<file path="src/rtl/instr_fetch.sv">
`default_nettype none
// ============================================================================
// Module      : instr_fetch
// Description : Instruction fetch stage. Holds the program counter, issues
//               word reads over a req/ack handshake, latches the returned
//               word into the instruction register and holds it for decode.
//               IR[7:0] feeds the downstream sign extender as imm8.
// Revision    : 1.0 - initial release
// ============================================================================
module instr_fetch #(
    parameter logic [31:0] RESET_PC = 32'h0000_0000,
    parameter logic [31:0] PC_STEP  = 32'd4
) (
    input  logic        clk,
    input  logic        reset,
    output logic        mem_req,
    output logic [31:0] mem_addr,
    input  logic        mem_ack,
    input  logic [31:0] mem_rdata,
    input  logic        stall,
    input  logic        branch_taken,
    input  logic [31:0] branch_target,
    output logic [31:0] ir,
    output logic [31:0] ir_pc,
    output logic        ir_valid,
    output logic [7:0]  imm8,
    output logic        fault
);

    typedef enum logic [1:0] {
        START = 2'd0,
        FETCH = 2'd1,
        HOLD  = 2'd2,
        HALT  = 2'd3
    } state_t;

    state_t      state_q, state_d;
    logic [31:0] pc_q, pc_d;
    logic [31:0] ir_q, ir_d;
    logic [31:0] ir_pc_q, ir_pc_d;
    logic        ir_valid_q, ir_valid_d;
    logic        fault_q, fault_d;

    // Memory request decodes the state register directly; the address is
    // the PC, which only changes on leaving HOLD, so it is stable in FETCH.
    assign mem_req  = (state_q == FETCH);
    assign mem_addr = pc_q;
    assign ir       = ir_q;
    assign ir_pc    = ir_pc_q;
    assign ir_valid = ir_valid_q;
    assign imm8     = ir_q[7:0];
    assign fault    = fault_q;

    // Next-state logic: handshake capture in FETCH, consume/redirect in HOLD.
    always_comb begin
        state_d    = state_q;
        pc_d       = pc_q;
        ir_d       = ir_q;
        ir_pc_d    = ir_pc_q;
        ir_valid_d = ir_valid_q;
        fault_d    = fault_q;
        case (state_q)
            START: begin
                state_d = FETCH;
            end
            FETCH: begin
                if (mem_ack) begin
                    ir_d       = mem_rdata;
                    ir_pc_d    = pc_q;
                    ir_valid_d = 1'b1;
                    state_d    = HOLD;
                end
            end
            HOLD: begin
                if (!stall) begin
                    ir_valid_d = 1'b0;
                    if (branch_taken && (branch_target[1:0] != 2'b00)) begin
                        // Misaligned redirect: park until reset, PC untouched.
                        fault_d = 1'b1;
                        state_d = HALT;
                    end else begin
                        pc_d    = branch_taken ? branch_target : (ir_pc_q + PC_STEP);
                        state_d = FETCH;
                    end
                end
            end
            HALT: begin
                state_d = HALT;
            end
            default: begin
                state_d = START;
            end
        endcase
    end

    // State register with synchronous reset; ir is deliberately not cleared
    // when ir_valid drops so imm8 stays settled for the sign extender.
    always_ff @(posedge clk) begin
        if (reset) begin
            state_q    <= START;
            pc_q       <= RESET_PC;
            ir_q       <= 32'h0;
            ir_pc_q    <= 32'h0;
            ir_valid_q <= 1'b0;
            fault_q    <= 1'b0;
        end else begin
            state_q    <= state_d;
            pc_q       <= pc_d;
            ir_q       <= ir_d;
            ir_pc_q    <= ir_pc_d;
            ir_valid_q <= ir_valid_d;
            fault_q    <= fault_d;
        end
    end

endmodule
`default_nettype wire

</file>
<file path="config.mk">
export PLATFORM = sky130hd
export DESIGN_NAME = instr_fetch
export DESIGN_NICKNAME = d
export VERILOG_FILES = /design/src/rtl/instr_fetch.sv
export SDC_FILE = /design/constraint.sdc
export NUM_CORES = 1
export LEC_CHECK = 0
export CAP_MARGIN = 10
export CORE_MARGIN = 2
export CORE_UTILIZATION = 40
export CTS_CLUSTER_DIAMETER = 200
export DETAILED_ROUTE_END_ITERATION = 12
export HOLD_SLACK_MARGIN = 0.05
export PLACE_DENSITY = 0.79
export SYNTH_ARGS = -nofsm -noshare
export SYNTH_HDL_FRONTEND = slang
export SYNTH_SLANG_ARGS = --single-unit
</file>
<file path="constraint.sdc">
create_clock -name clk -period 3.2 [get_ports clk]
set_clock_uncertainty 0.15 [all_clocks]
set_input_delay 0.48 -clock clk [delete_from_list [all_inputs] [get_ports clk]]
set_output_delay 0.48 -clock clk [all_outputs]
set_load 0.02 [all_outputs]
</file>
==> out/results.txt, run 1 <==
When the netlist entered floorplanning its net count stood at 618. For the number of antenna violations at the first check in global routing, the log shows 0. The critical path goes through clkdlybuf4s50_1 -> o21ai_2 -> nand3_1 -> nor2_2 -> nand2_1 -> o22ai_1. The logs give 0.415 for the effective utilization at floorplan and 176 for the total I/O pin count.

In this run, synthesis inferred 0 flip-flops with an integrated enable. For the post-layout net count, the log shows 766. Routability-driven placement finished with a final weighted congestion of 0.869. The post-synthesis cell type count is 40, and the total area of sequential cells is 2000 µm². The part of the cycle the worst path needs is 0.732, and the layout overhead on the synthesized area is 45.2%. In this run, post-CTS hold repair placed 0 buffers. The chip height was 108 µm. Summing all multi-input logic gate instances after layout gives 2100 µm². The maximum count of clock buffers along a single path was 2; the proportion of layout cells with a drive suffix above 1 was 0.0471. The wire length reported by the detailed router was 13400 µm. Yosys printed 0 warnings. The first global-routing pass estimated 20400 µm of wire. Before antenna repair, the detailed router went through 5 iterations. The count of port buffers added during placement came out at 175. Using the TritonRoute via totals, the vias-per-cell ratio works out to 5.30. For the worst setup path, the data required time is 3.34 ns. Once the clock tree was built, the resizer swapped 0 gates to a different size. The overflow left after global routing was 0; the hold violation total from the final report was 0.

Summed over all cells, the static leakage comes to 2.10 nW. Clock-pin slew was measured on the worst setup and hold paths at 0.10 ns. The number of buffer and inverter instances along the worst setup path is 1.

The tree is rooted in a clkbuf_8. For the initial DRC count, the log shows 280. The die is 108 µm wide. The number of remaining DRC errors is 0.

The top flip-flop cell by instance count after synthesis was dfxtp_1. The floorplan has 37 rows. The region available for standard cell placement spans 10400 µm².

The worst setup path category was in -> reg. After technology mapping, the gate count stands at 548. The total number of vias was 4438; the final critical-path setup slack was 0.856 ns. The filler-free cell count of the finished design was 837; the delay contributed by the slowest stage of the critical path was 0.64 ns.

TritonCTS built the clock tree. The dominant delay contributor by cell family on the critical path was simple AND/OR/NAND/NOR gates. At the worst endpoint, the arrival time is 2.48 ns. The fraction of registers with async set/reset is 0, and the share of the yosys chip area belonging to registers is 0.463. After legalization and detailed placement, the total HPWL measured 9430 µm. The count of nets left with antenna violations once routing finished came out at 0. The transition time at the pin with the least slew margin works out to 0.705 ns. The logs give 0 for the final count of negative-setup-slack endpoints and 0.219 for the total track usage.

The clock net in this run drives a total of 100 sinks. The clock period minus final worst setup slack was 2.34 ns; the total number of H-tree levels was 3. Once placement completed, the tool counted placed cells totaling 821. Setup repair after global routing left no endpoint under its margin. Entering global routing, the biggest net connects 66 pins. The headroom to the max-slew limit was 0.530; the post-synth design cell area was 4330 µm². The worst setup path is captured at a flip-flop. The final total negative setup slack is 0 ns. The flow ran to the end, and the final reports show no timing, DRC or antenna violations. Static timing analysis puts the maximum clock frequency at 0.427 GHz. At the placement stage, the worst setup path has a slack of 0.490 ns. The startpoint type of the worst setup path was an input port. The antenna diode count was 0; the largest voltage drop on the vdd net was 0.000167 V. The buffers inserted during post-CTS setup optimization is 0, and the maximum fanout count along the critical path is 14. The tightest min-delay check is of the reg -> reg type. After filler insertion, the fill cell instance count of the layout stands at 898. Buffers inserted during clock tree synthesis total 9. Die outline area: 11700 µm². The routed length per placed instance is 16.0 µm, and the final count of pins violating max slew is 0. The clock reaches the later pin of the worst-skew pair after 0.36 ns. In this run the mean area of a mapped cell was 7.90 µm². The flop and latch count out of synthesis was 100; the power per cell area was 377 nW/µm². The cell with the largest stage delay on the worst path is clkdlybuf4s50_1. The via count of the first global-routing pass came out at 4062. The total of max-cap violations was 0.
==> per-layer routing <==
| layer | vias to the layer above | part of all wire | global-route usage |
|---|---|---|---|
| li1 | 2156 | - | - |
| met1 | 2073 | 0.41 | 0.278 |
| met2 | 182 | 0.50 | 0.376 |
| met3 | 27 | 0.070 | 0.0319 |
| met4 | 0 | 0.023 | 0.0852 |
| met5 | - | 0 | 0 |
==> through the flow <==
| step | power (mW) | hold slack [ns] | utilization | area, µm² |
|---|---|---|---|---|
| after floorplan | 1.47 | 0.351 | - | 4330 |
| after global placement | 1.65 | 0.293 | 0.587 | 6110 |
| after detailed placement | 1.66 | 0.299 | 0.587 | 6110 |
| after CTS | 2.38 | 0.312 | 0.603 | 6280 |
| after global routing | 2.45 | 0.333 | 0.603 | 6280 |
| final | 2.37 | 0.309 | 0.603 | 6280 |
==> where the power goes <==
part | internal [mW] | leakage, nW | total [mW] | switching [mW]
clock | 0.287 | 0.0799 | 0.739 | 0.452
combinational | 0.162 | 1.21 | 0.331 | 0.169
sequential | 1.27 | 0.809 | 1.30 | 0.0228
total | 1.72 | 2.10 | 2.37 | 0.644
==> kinds of logic after synthesis <==
kind of cell,after synthesis,share of synthesized area
XOR/XNOR,27,0.0564
AND/OR/NAND/NOR,233,0.245
buffers and inverters,52,0.0552
multiplexers,4,0.00925
flip-flops,100,0.463
adder cells (fa/ha/maj),1,0.00289
AO/OA/AOI/OAI,131,0.169
==> final timing paths <==
check                        startpoint                        end  slack, ns  cells after the start
setup reg to reg  ir_pc[2]$_SDFFE_PP0P_  mem_addr[12]$_SDFFE_PP0P_       1.10                      6
hold / removal       ir[8]$_SDFFE_PP0P_         ir[8]$_SDFFE_PP0P_       0.31                      2
hold reg to reg      ir[8]$_SDFFE_PP0P_         ir[8]$_SDFFE_PP0P_       0.31                      2
setup / recovery           branch_taken  mem_addr[22]$_SDFFE_PP0P_       0.86                      6
==> Yosys cell counts (all sizes together), types with 6 or more instances <==
library cell / count / area (µm²)
a211oi: 8 / 65.1
a21oi: 85 / 425
and3: 16 / 100
buf: 20 / 119
clkbuf: 26 / 97.6
dfxtp: 100 / 2000
inv: 6 / 22.5
nand2: 152 / 571
nand3: 12 / 72.6
nand4: 13 / 81.3
nor2: 15 / 61.3
nor3: 9 / 56.3
o21ai: 14 / 73.8
o22ai: 12 / 75.1
or3: 7 / 43.8
xnor2: 15 / 139
xor2: 12 / 105
==> layout by cell type, fill, tap and decap left out, types with 6 or more instances in the layout <==
master           instances
clkdlybuf4s50_1        174
nand2_1                151
dfxtp_1                100
a21oi_1                 85
and3_1                  16
xnor2_1                 14
nand4_1                 13
nor2_1                  12
xor2_1                  12
o22ai_1                 12
nand3_1                 11
o21ai_0                 10
clkbuf_8                 9
nor3_1                   8
buf_4                    8
a211oi_1                 7
or3_1                    7
inv_1                    6
==> final cells by class <==
type / instances / area share
repair buffers: 183 / 0.290
well taps: 136 / 0.0271
clock inverters: 5 / 0.00597
clock buffers: 11 / 0.0209
inverters: 6 / 0.00358
flip-flops and latches: 100 / 0.319
multi-input cells: 396 / 0.334
==> state kept, by name, indices dropped and copies added (netlist names) <==
signal    cells
ir           32
ir_pc        32
mem_addr     32
state_q       2
fault         1
ir_valid      1
==> tightest hold or removal path: stages (launching register included) <==
cell and delay, ns:
dfxtp_1 0.32, nand2_1 0.05, a21oi_1 0.05
Power figures use the tool's default switching activity.
==> run 2, diff against run 1 <==
==> constraint.sdc (replaced) <==
create_clock -name clk -period 2.2 [get_ports clk]
set_clock_uncertainty 0.15 [all_clocks]
set_input_delay 0.33 -clock clk [delete_from_list [all_inputs] [get_ports clk]]
set_output_delay 0.33 -clock clk [all_outputs]
set_load 0.02 [all_outputs]
==> out/results.txt, run 2 (synthesis results as in run 1) <==
Subtracting the final worst setup slack from the clock period gives 2.13 ns. The count of port buffers added during placement is 175. The arrival time at the worst endpoint was 1.65 ns; the reported leakage power was 2.21 nW. For the total number of H-tree levels, the log shows 3. From synthesis to final layout, the design area changed by 49.4%. Across all hold checks on the routed design, the worst slack comes to 0.239 ns. The proportion of layout cells with a drive suffix above 1 was 0.0684; the final total negative setup slack was 0 ns. The global-route wire length before repair came out at 20900 µm. At the pin with the least slew margin, the transition time is 0.414 ns. After layout, the worst setup slack is 0.0721 ns. The setup path with the least slack is of type reg -> out. The longest clock path from root to sink contains 2 buffers.

The most common library cell in the layout ignoring fill and taps is clkdlybuf4s50_1. The power per cell area was 547 nW/µm²; the post-place setup slack was 0.115 ns. STA classifies the critical path startpoint as a flip-flop.

Dividing the detail-routed via count by the number of cells gives 5.28. Across the VDD grid, the largest voltage drop is 0.000354 V. The run gives 0.415 as the effective utilization at floorplan. Across all register-to-register paths, the minimum setup slack is 0.17 ns.

For the antenna diode count, the log shows 0. The endpoint identified for the worst register-to-register timing path is mem_addr[30]$_SDFFE_PP0P_. The final count of pins violating max slew is 0. The clock net in this run drives a total of 100 sinks. The flow ran to the end, and the final reports show no timing, DRC or antenna violations. From left edge to right edge, the die measures 108 µm. The die is 108 µm tall. The initialized floorplan defines 37 standard-cell rows.

The run gives 0 as the total of max-cap violations. The wire length reported by the detailed router was 13300 µm; the clock latency at the later pin of the worst-skew pair was 0.35 ns. Headroom to the max-slew limit: 0.724. The maximum fanout count along the critical path is 5. The worst hold path endpoint is ir_pc[15]$_SDFFE_PP0P_. The die outline area was 11700 µm²; the utilization of the core after routing was 0.621. The number of antenna-violating nets in the routed design is 0, and the weighted congestion at the end of routability-driven global placement is 0.844.

Beginning of the worst hold path: reset. For this design the top-level I/O count stands at 176. The number of gates given a new drive strength after cts is 0. The total number of vias was 4497. The worst-case reg-to-reg path depth came out at 7.

The number of iterations in the first detailed-routing pass was 6. In this run the critical register-to-register path is launched from ir_pc[3]$_SDFFE_PP0P_. The tools report the total track usage as 0.223. The min-delay analysis places its worst path in the category in -> reg. The part of the cycle the worst path needs works out to 0.967. Derived from the worst setup path, the maximum achievable clock frequency is 0.470 GHz. The instance count along the most critical hold path is 2. Dividing the detail-routed wire length by the instance count gives 15.6 µm.

Largest net degree at the start of global routing: 41. The worst setup path is captured at an output pin. Setup repair after global routing left no endpoint under its margin. In the layout the commonest cells are 174 x clkdlybuf4s50_1, 151 x nand2_1, 100 x dfxtp_1, 85 x a21oi_1, 19 x buf_4. In this run, the number of DRC markers left after iteration 0 of detailed routing was 350. The tools report the total clock buffers created by CTS as 9. Across the whole layout, storage elements account for 2000 µm².

The cell chosen for the clock root is clkbuf_8. The core region is 10400 µm². Required time of the critical path: 1.72 ns.

The hold violation total from the final report came out at 0. Final-layout fill cell count: 922. The final count of negative-setup-slack endpoints was 0; the number of antenna violations at the first check in global routing was 0.

For this run, the post-layout net count is 781. The via count of the first global-routing pass came out at 4285. The number of remaining DRC errors is 0. Half-perimeter wire length after placement: 9590 µm.

TritonCTS built the clock tree. Clock-pin slew was measured on the worst setup and hold paths at 0.10 ns. The multi-input combinational cells in the finished layout cover a total of 2100 µm². For the overflow left after global routing, the log shows 0.
[run 2: cell types whose count changed in the layout (fill, tap and decap cells not counted)]
cell / change
buf_12: +4
buf_4: +11
bufinv_16: +1
clkbuf_1: -1
clkinv_2: +2
clkinvlp_4: -2
[run 2: cell type report]
cell class                 instances  area share
timing repair buffer             198       0.307
inverter                           6     0.00348
sequential                       100       0.310
multi-input combinational        396       0.324
clock buffer                      10      0.0197
tap                              136      0.0263
clock inverter                     6     0.00967
[run 2: repair_timing]
item	in CTS	in global routing
setup buffers	0	1
hold buffers	0	0
hold endpoints to repair	0	0
endpoints found under the setup margin	0	1
[run 2: worst max-delay path by stage]
| stage | start | end | cells after the start |
|---|---|---|---|
| global placement | branch_target[0] | mem_addr[29]$_SDFFE_PP0P_ | 8 |
| CTS | state_q[0]$_SDFFE_PP0P_ | mem_req | 3 |
| global route | state_q[0]$_SDFFE_PP0P_ | mem_req | 3 |
| floorplan | ir_pc[10]$_SDFFE_PP0P_ | mem_addr[27]$_SDFFE_PP0P_ | 6 |
| finish | state_q[0]$_SDFFE_PP0P_ | mem_req | 3 |
| detailed placement | branch_taken | mem_addr[29]$_SDFFE_PP0P_ | 8 |
[run 2: critical path, stage by stage (launching register included)]
cell and delay, ns:
dfxtp_1 0.42, inv_1 0.08, nor2_1 0.15, clkdlybuf4s50_1 0.65
[run 2: metal layers]
metal	track usage	vias to the layer above	share of wire
li1	-	2191	-
met1	0.285	2079	0.41
met2	0.383	207	0.50
met3	0.0368	20	0.079
met4	0.0760	0	0.019
met5	0	-	0
[run 2: where the power goes]
group	switching (mW)	internal [mW]	leakage, nW
sequential	0.0289	1.85	0.809
combinational	0.250	0.249	1.30
clock	0.630	0.528	0.100
[run 2: metrics by stage]
step | area, µm² | power [mW] | instances
after floorplan | 4330 | 2.14 | 548
after global placement | 6260 | 2.41 | 835
after detailed placement | 6260 | 2.42 | 835
after CTS | 6450 | 3.57 | 851
after global routing | 6470 | 3.69 | 852
final | 6470 | 3.54 | 852
